### src/rtl/ssb_ctrl_pkg.sv
// Shared types, widths and saturating amplitude arithmetic for the SSB keying sequencer.
package ssb_ctrl_pkg;

    localparam int NBITS            = 24;
    localparam int FREQ_W           = NBITS - 6;
    localparam int AMP_W            = NBITS + 3;
    localparam int DIV_W_DEF        = 16;
    localparam int GUARD_CYCLES_DEF = 1024;
    localparam logic [AMP_W-1:0] AMP_MAX = 27'd32505856;

    typedef enum logic [2:0] {
        ST_IDLE      = 3'd0,
        ST_ARM       = 3'd1,
        ST_RAMP_UP   = 3'd2,
        ST_HOLD      = 3'd3,
        ST_RAMP_DOWN = 3'd4,
        ST_GUARD     = 3'd5
    } ssb_state_t;

    // Computed one bit wider than the amplitude so a large step can never wrap.
    function automatic logic [AMP_W-1:0] sat_add(input logic [AMP_W-1:0] a,
                                                 input logic [AMP_W-1:0] b,
                                                 input logic [AMP_W-1:0] lim);
        logic [AMP_W:0] s;
        s = {1'b0, a} + {1'b0, b};
        return (s > {1'b0, lim}) ? lim : s[AMP_W-1:0];
    endfunction

    function automatic logic [AMP_W-1:0] sat_sub(input logic [AMP_W-1:0] a,
                                                 input logic [AMP_W-1:0] b);
        logic [AMP_W:0] d;
        d = {1'b0, a} - {1'b0, b};
        return d[AMP_W] ? '0 : d[AMP_W-1:0];
    endfunction

endpackage

### src/rtl/ssb_ramp_tick.sv
// Ramp prescaler: fires tick_o on the clock where the count equals div_i, then restarts at 0.
module ssb_ramp_tick #(
    parameter int DIV_W = 16
) (
    input  logic             clk,
    input  logic             rst_n,
    input  logic             clr_i,
    input  logic [DIV_W-1:0] div_i,
    output logic             tick_o
);

    logic [DIV_W-1:0] cnt_q;

    assign tick_o = (cnt_q == div_i);

    always_ff @(posedge clk or negedge rst_n) begin
        if (!rst_n) begin
            cnt_q <= '0;
        end else if (clr_i || tick_o) begin
            cnt_q <= '0;
        end else begin
            cnt_q <= cnt_q + 1'b1;
        end
    end

endmodule

### src/rtl/ssb_tx_sequencer.sv
// PTT keying and amplitude envelope sequencer for the SSB PWM modulator.
// Optional keyed-time watchdog enabled by defining SSB_TX_TIMEOUT_EN.
module ssb_tx_sequencer
    import ssb_ctrl_pkg::*;
#(
    parameter int DIV_W        = DIV_W_DEF,
    parameter int GUARD_CYCLES = GUARD_CYCLES_DEF
) (
    input  logic              clk,
    input  logic              rst_n,
    input  logic              ptt_req,
    input  logic [FREQ_W-1:0] ssb_freq_cfg,
    input  logic [AMP_W-1:0]  target_amp,
    input  logic [AMP_W-1:0]  ramp_step,
    input  logic [DIV_W-1:0]  ramp_div,
    input  logic [31:0]       timeout_limit,
    output logic [FREQ_W-1:0] ssb_freq,
    output logic [AMP_W-1:0]  amplitude,
    output logic              stdby,
    output logic              mod_rst,
    output logic              tx_on,
    output logic              busy,
    output logic              timeout_flag,
    output logic [2:0]        dbg_state
);

    localparam int GW = $clog2(GUARD_CYCLES) + 1;
    localparam logic [GW-1:0] GUARD_LAST = GW'(GUARD_CYCLES - 1);

    ssb_state_t        state_q, state_d;
    logic [AMP_W-1:0]  tgt_q, stp_q, amp_q, up_amp, dn_amp;
    logic [DIV_W-1:0]  div_q;
    logic [FREQ_W-1:0] freq_q;
    logic [GW-1:0]     guard_q;
    logic              stdby_q, mod_rst_q, tx_on_q, busy_q;
    logic              tick, to_hit, tflag_q;

    assign up_amp = sat_add(amp_q, stp_q, tgt_q);
    assign dn_amp = sat_sub(amp_q, stp_q);

    // Restarting the prescaler on every state change gives each ramp a full first tick period.
    ssb_ramp_tick #(.DIV_W(DIV_W)) u_tick (
        .clk    (clk),
        .rst_n  (rst_n),
        .clr_i  (state_d != state_q),
        .div_i  (div_q),
        .tick_o (tick)
    );

`ifdef SSB_TX_TIMEOUT_EN
    logic [31:0] to_cnt_q;

    assign to_hit = (state_q == ST_RAMP_UP || state_q == ST_HOLD) &&
                    (timeout_limit != 32'd0) && (to_cnt_q == timeout_limit);

    always_ff @(posedge clk or negedge rst_n) begin
        if (!rst_n) begin
            to_cnt_q <= '0;
            tflag_q  <= 1'b0;
        end else begin
            if (state_q == ST_IDLE) begin
                to_cnt_q <= '0;
            end else if (state_q == ST_RAMP_UP || state_q == ST_HOLD) begin
                to_cnt_q <= to_cnt_q + 32'd1;
            end
            if (to_hit) begin
                tflag_q <= 1'b1;
            end else if (state_q == ST_IDLE && !ptt_req) begin
                tflag_q <= 1'b0;
            end
        end
    end
`else
    logic unused_timeout;
    assign unused_timeout = ^timeout_limit;
    assign to_hit  = 1'b0;
    assign tflag_q = 1'b0;
`endif

    always_comb begin
        state_d = state_q;
        case (state_q)
            ST_IDLE:      if (ptt_req && !tflag_q) state_d = ST_ARM;
            ST_ARM:       state_d = ST_RAMP_UP;
            ST_RAMP_UP: begin
                if (!ptt_req || to_hit)          state_d = ST_RAMP_DOWN;
                else if (tick && up_amp == tgt_q) state_d = ST_HOLD;
            end
            ST_HOLD:      if (!ptt_req || to_hit) state_d = ST_RAMP_DOWN;
            ST_RAMP_DOWN: if (tick && dn_amp == '0) state_d = ST_GUARD;
            ST_GUARD:     if (guard_q == GUARD_LAST) state_d = ST_IDLE;
            default:      state_d = ST_IDLE;
        endcase
    end

    always_ff @(posedge clk or negedge rst_n) begin
        if (!rst_n) begin
            state_q   <= ST_IDLE;
            freq_q    <= '0;
            tgt_q     <= '0;
            stp_q     <= '0;
            div_q     <= '0;
            amp_q     <= '0;
            guard_q   <= '0;
            stdby_q   <= 1'b1;
            mod_rst_q <= 1'b1;
            tx_on_q   <= 1'b0;
            busy_q    <= 1'b0;
        end else begin
            state_q   <= state_d;
            stdby_q   <= (state_d == ST_IDLE) || (state_d == ST_ARM) || (state_d == ST_GUARD);
            mod_rst_q <= (state_d == ST_IDLE);
            tx_on_q   <= (state_d == ST_HOLD);
            busy_q    <= (state_d != ST_IDLE);

            if (state_q == ST_IDLE && state_d == ST_ARM) begin
                freq_q <= ssb_freq_cfg;
                tgt_q  <= (target_amp > AMP_MAX) ? AMP_MAX : target_amp;
                stp_q  <= (ramp_step == '0) ? AMP_W'(1) : ramp_step;
                div_q  <= ramp_div;
            end

            case (state_q)
                ST_RAMP_UP:   if (tick && state_d != ST_RAMP_DOWN) amp_q <= up_amp;
                ST_HOLD:      amp_q <= amp_q;
                ST_RAMP_DOWN: if (tick) amp_q <= dn_amp;
                default:      amp_q <= '0;
            endcase

            if (state_q == ST_GUARD && state_d == ST_GUARD) begin
                guard_q <= guard_q + 1'b1;
            end else begin
                guard_q <= '0;
            end
        end
    end

    assign ssb_freq     = freq_q;
    assign amplitude    = amp_q;
    assign stdby        = stdby_q;
    assign mod_rst      = mod_rst_q;
    assign tx_on        = tx_on_q;
    assign busy         = busy_q;
    assign timeout_flag = tflag_q;
    assign dbg_state    = state_q;

endmodule
### config.mk
export PLATFORM = sky130hd
export DESIGN_NAME = ssb_tx_sequencer
export DESIGN_NICKNAME = d
export VERILOG_FILES = /design/src/rtl/ssb_ctrl_pkg.sv /design/src/rtl/ssb_ramp_tick.sv /design/src/rtl/ssb_tx_sequencer.sv
export SDC_FILE = /design/constraint.sdc
export NUM_CORES = 1
export LEC_CHECK = 0
export BUFFER_PORTS_ARGS = -buffer_cell sky130_fd_sc_hd__buf_4
export CORE_UTILIZATION = 40
export CTS_BUF_LIST = sky130_fd_sc_hd__clkbuf_8
export DETAILED_ROUTE_END_ITERATION = 16
export GPL_TIMING_DRIVEN = 0
export PLACE_DENSITY_LB_ADDON = 0.2
export SLEW_MARGIN = 20
export SYNTH_ARGS = -nofsm -noshare
export SYNTH_HDL_FRONTEND = slang
export SYNTH_SLANG_ARGS = --single-unit
### constraint.sdc
create_clock -name clk -period 14 [get_ports clk]
set_input_delay 2.8 -clock clk [delete_from_list [all_inputs] [get_ports clk]]
set_output_delay 2.8 -clock clk [all_outputs]
set_load 0.02 [all_outputs]
==> metrics.txt <==
run status=completed; Post-synth EDFFs=0; DRC=0; area grow syn2layout=18.25%; P per Cell Area=84.30 nW/µm²; pre-CTS setup slack=7.762 ns; reg2reg start=amplitude[1]; DR WL/cell=21.19 µm; H-tree depth=4; Final ANT Viol Nets=0; mapped cell area=11,240 µm²; final instance area=13,290 µm²; IO Count=176; CTS sink cnt=149; # port buffers=142; final cycle utilization of the critical path=44.71%; critical path type=reg -> reg; gpl congestion=0.9710; Max-Cap Viols=0; routed wl met3=2737 µm; ys flop type=dfrtp_1; Reg clk slew, reported paths=0.09 ns; initial core utilization=41.25%; post-synthesis mux area share=2.905%; Post-Route M1 WL=18,760 µm; Rows=60; number of cells on the worst reg-to-reg path=19; clk buf depth=2; simple-gate share of the synthesized area=20.91%; most frequent cells in the layout=nand2_1 (222), buf_4 (147), dfrtp_1 (147), o21ai_0 (103), nor2_1 (93); first-pass GRT wire length=62,100 µm; Fill cells=2,743; adder and majority gate portion of the synthesized area=9.595%; Worst Setup Start Kind=flip-flop; Clock Latency Late Sink=0.49 ns; met2 wire length=17,710 µm; worst setup margin=7.741 ns; Buf+Inv Stages, Crit Path=2; WHS Endpoint=ssb_freq[4]; routed wire length=40,200 µm; Post-DP HPWL=32,110 µm; Ant. Diodes=0; Cells after Synth=1,349; Congestion Overflow GR=0; Worst Min Path Start=ssb_freq[4]; worst path cell trace=ha_1 -> nor2b_1 -> o311ai_1 -> a21boi_1 -> o31ai_2 -> nand2b_1 -> a21oi_1 -> xnor2_1 -> ha_1 -> nand4_1 -> nor3_1 -> o21ai_0 -> o211ai_1 -> a221o_1 -> buf_2 -> buf_2 -> mux2i_1 -> o22a_1 -> o21ai_0; post-synthesis async set-or-reset flop share=100.0%; Slew @ Worst Pin=1.175 ns; CP peak stage delay=0.71 ns; Placeable Area=27,250 µm²; hold path depth=2; Via Count=10,727; sequential area share after synthesis=33.19%; CTS tree=built; largest net degree at the start of global routing=93; Synth Area in Compound Gates=19.27%; Netlist cell types=87; HP Class=reg -> reg; critical path's top delay family=compound AO/OA/AOI/OAI gates; Syn Nets=1,557; CTS Buf Count=17; height of the die=169.6 µm; die area=28,780 µm²; Final #Nets=1,720; endpoints failing hold=0; Multi-input gate area=6937 µm²; Post-CTS Setup Bufs=0; fin. max-slew vios=0; Setup Skew=0.02333 ns; Global Route Usage Sum=28.74%; final setup vio count=0; commonest non-fill, non-tap cell in the layout=nand2_1; First DRT Iteration DRCs=734; Max FO, Critical Path=10; CP Capture Type=flip-flop; unrepaired setup endpoints after global routing=no; number of global-route vias before repair=10,740; Post-Synth XOR/XNOR Area=8.894%; yosys warns=0; fmax=159.8 MHz; CP required=14.35 ns; top sig layer=met4; crit path launch=amplitude[1]; Arr. time, crit path=6.61 ns; fin crit period=6.259 ns; 1st-pass router iterations=7; placed cell areas=12,830 µm²; CTS root buffer=clkbuf_8; share of cells above drive strength 1=15.67%; worst slew margin relative to its limit=20.94%; FF/Latch Area=3731 µm²; Die W=169.6 µm; Max rail drop VDD=58.84 µV; #FFs+latches synth=149; Crit Reg-Reg Endpoint=amplitude[15]; total power=1.121 mW; CP max stage cell=o311ai_1; Setup TNS Final=0 ns; CTS hold repair buffers=0; mean post-synth cell area=8.333 µm²; initial antenna violation count=1; leakage=6.179 nW; r2r setup slk=7.74 ns; largest family of logic cells by synthesized area=simple AND/OR/NAND/NOR gates; CTS resizes=0; DR vias/cell=5.655
## worst max-delay path by stage
| stage | slack (ns) | depth (start not counted) | endpoint |
|---|---|---|---|
| after floorplan | 9.20 | 18 | amplitude[2] |
| after global placement | 7.55 | 19 | amplitude[15] |
| after detailed placement | 7.76 | 19 | amplitude[11] |
| after CTS | 7.73 | 19 | amplitude[15] |
| after global routing | 7.51 | 19 | amplitude[15] |
| final | 7.74 | 19 | amplitude[15] |
## sequential cells by signal, indices dropped and copies added (netlist names)
| name | flops |
|---|---|
| amplitude | 27 |
| busy | 1 |
| dbg_state | 3 |
| div_q | 16 |
| guard_q | 11 |
| mod_rst | 1 |
| ssb_freq | 18 |
| stdby | 1 |
| stp_q | 27 |
| tgt_q | 27 |
| tx_on | 1 |
| u_tick.cnt_q | 16 |
## power by group
part	leakage [nW]	switching, mW	internal (mW)
Clock	0.240	0.210	0.204
Combinational	4.10	0.130	0.0946
Sequential	1.84	0.0266	0.455
## through the flow
stage / std cells / utilization (%) / hold WS (ns)
2_1_floorplan: 1349 / - / 0.4549
4_1_cts: 1897 / 48.78 / 0.4878
3_5_place_dp: 1865 / 47.07 / 0.4641
3_3_place_gp: 1863 / 46.87 / 0.4591
5_1_grt: 1897 / 48.78 / 0.5046
6_report: 1897 / 48.78 / 0.4789
## per-layer routing
metal  GRT usage [%]  vias up
met3           5.854       57
met5               0        -
met2           45.46      393
met1           39.30     5204
met4           8.774        0
li1                -     5073
## layout make-up
type / instances / share of cell area (%)
Clock inverter: 15 / 1.751
Sequential cell: 149 / 28.07
Inverter: 87 / 2.457
Buffer: 58 / 1.939
Tap cell: 372 / 3.502
Clock buffer: 17 / 1.760
Timing Repair Buffer: 144 / 8.340
Multi-Input combinational cell: 1055 / 52.18
## worst min-delay path, stage by stage (launching register included)
cell	delay [ns]
dfrtp_1	0.35
nand2_1	0.05
nand2_1	0.05
## cells by family after synthesis
group           Yosys count
fa+ha+maj                85
compound gates          326
flops                   149
simple gates            501
mux                      31
buf+inv                 145
other cells               1
xor+xnor                111
## cell usage after synthesis, types with 9 or more instances
| master | number | area [µm²] |
|---|---|---|
| nand2_1 | 222 | 833.3 |
| dfrtp_1 | 147 | 3679 |
| o21ai_0 | 103 | 515.5 |
| nor2_1 | 93 | 349.1 |
| ha_1 | 83 | 1039 |
| inv_1 | 82 | 307.8 |
| xnor2_1 | 74 | 648.1 |
| a21oi_1 | 60 | 300.3 |
| xor2_1 | 35 | 306.5 |
| nor4_1 | 33 | 206.5 |
| clkbuf_1 | 30 | 112.6 |
| nor3_1 | 24 | 120.1 |
| nand3_1 | 23 | 115.1 |
| nor2b_1 | 20 | 125.1 |
| mux2i_1 | 18 | 180.2 |
| a21o_1 | 17 | 127.6 |
| buf_2 | 17 | 85.08 |
| nand4_1 | 17 | 106.4 |
| a22oi_1 | 16 | 120.1 |
| and3_1 | 14 | 87.58 |
| nand2b_1 | 14 | 87.58 |
| mux2_2 | 13 | 146.4 |
| o211ai_1 | 12 | 90.09 |
| o22a_1 | 12 | 105.1 |
| or3_1 | 11 | 68.82 |
| o31ai_1 | 10 | 75.07 |
| a211oi_1 | 9 | 67.56 |
Note: power is estimated with default switching activity, not from simulation.
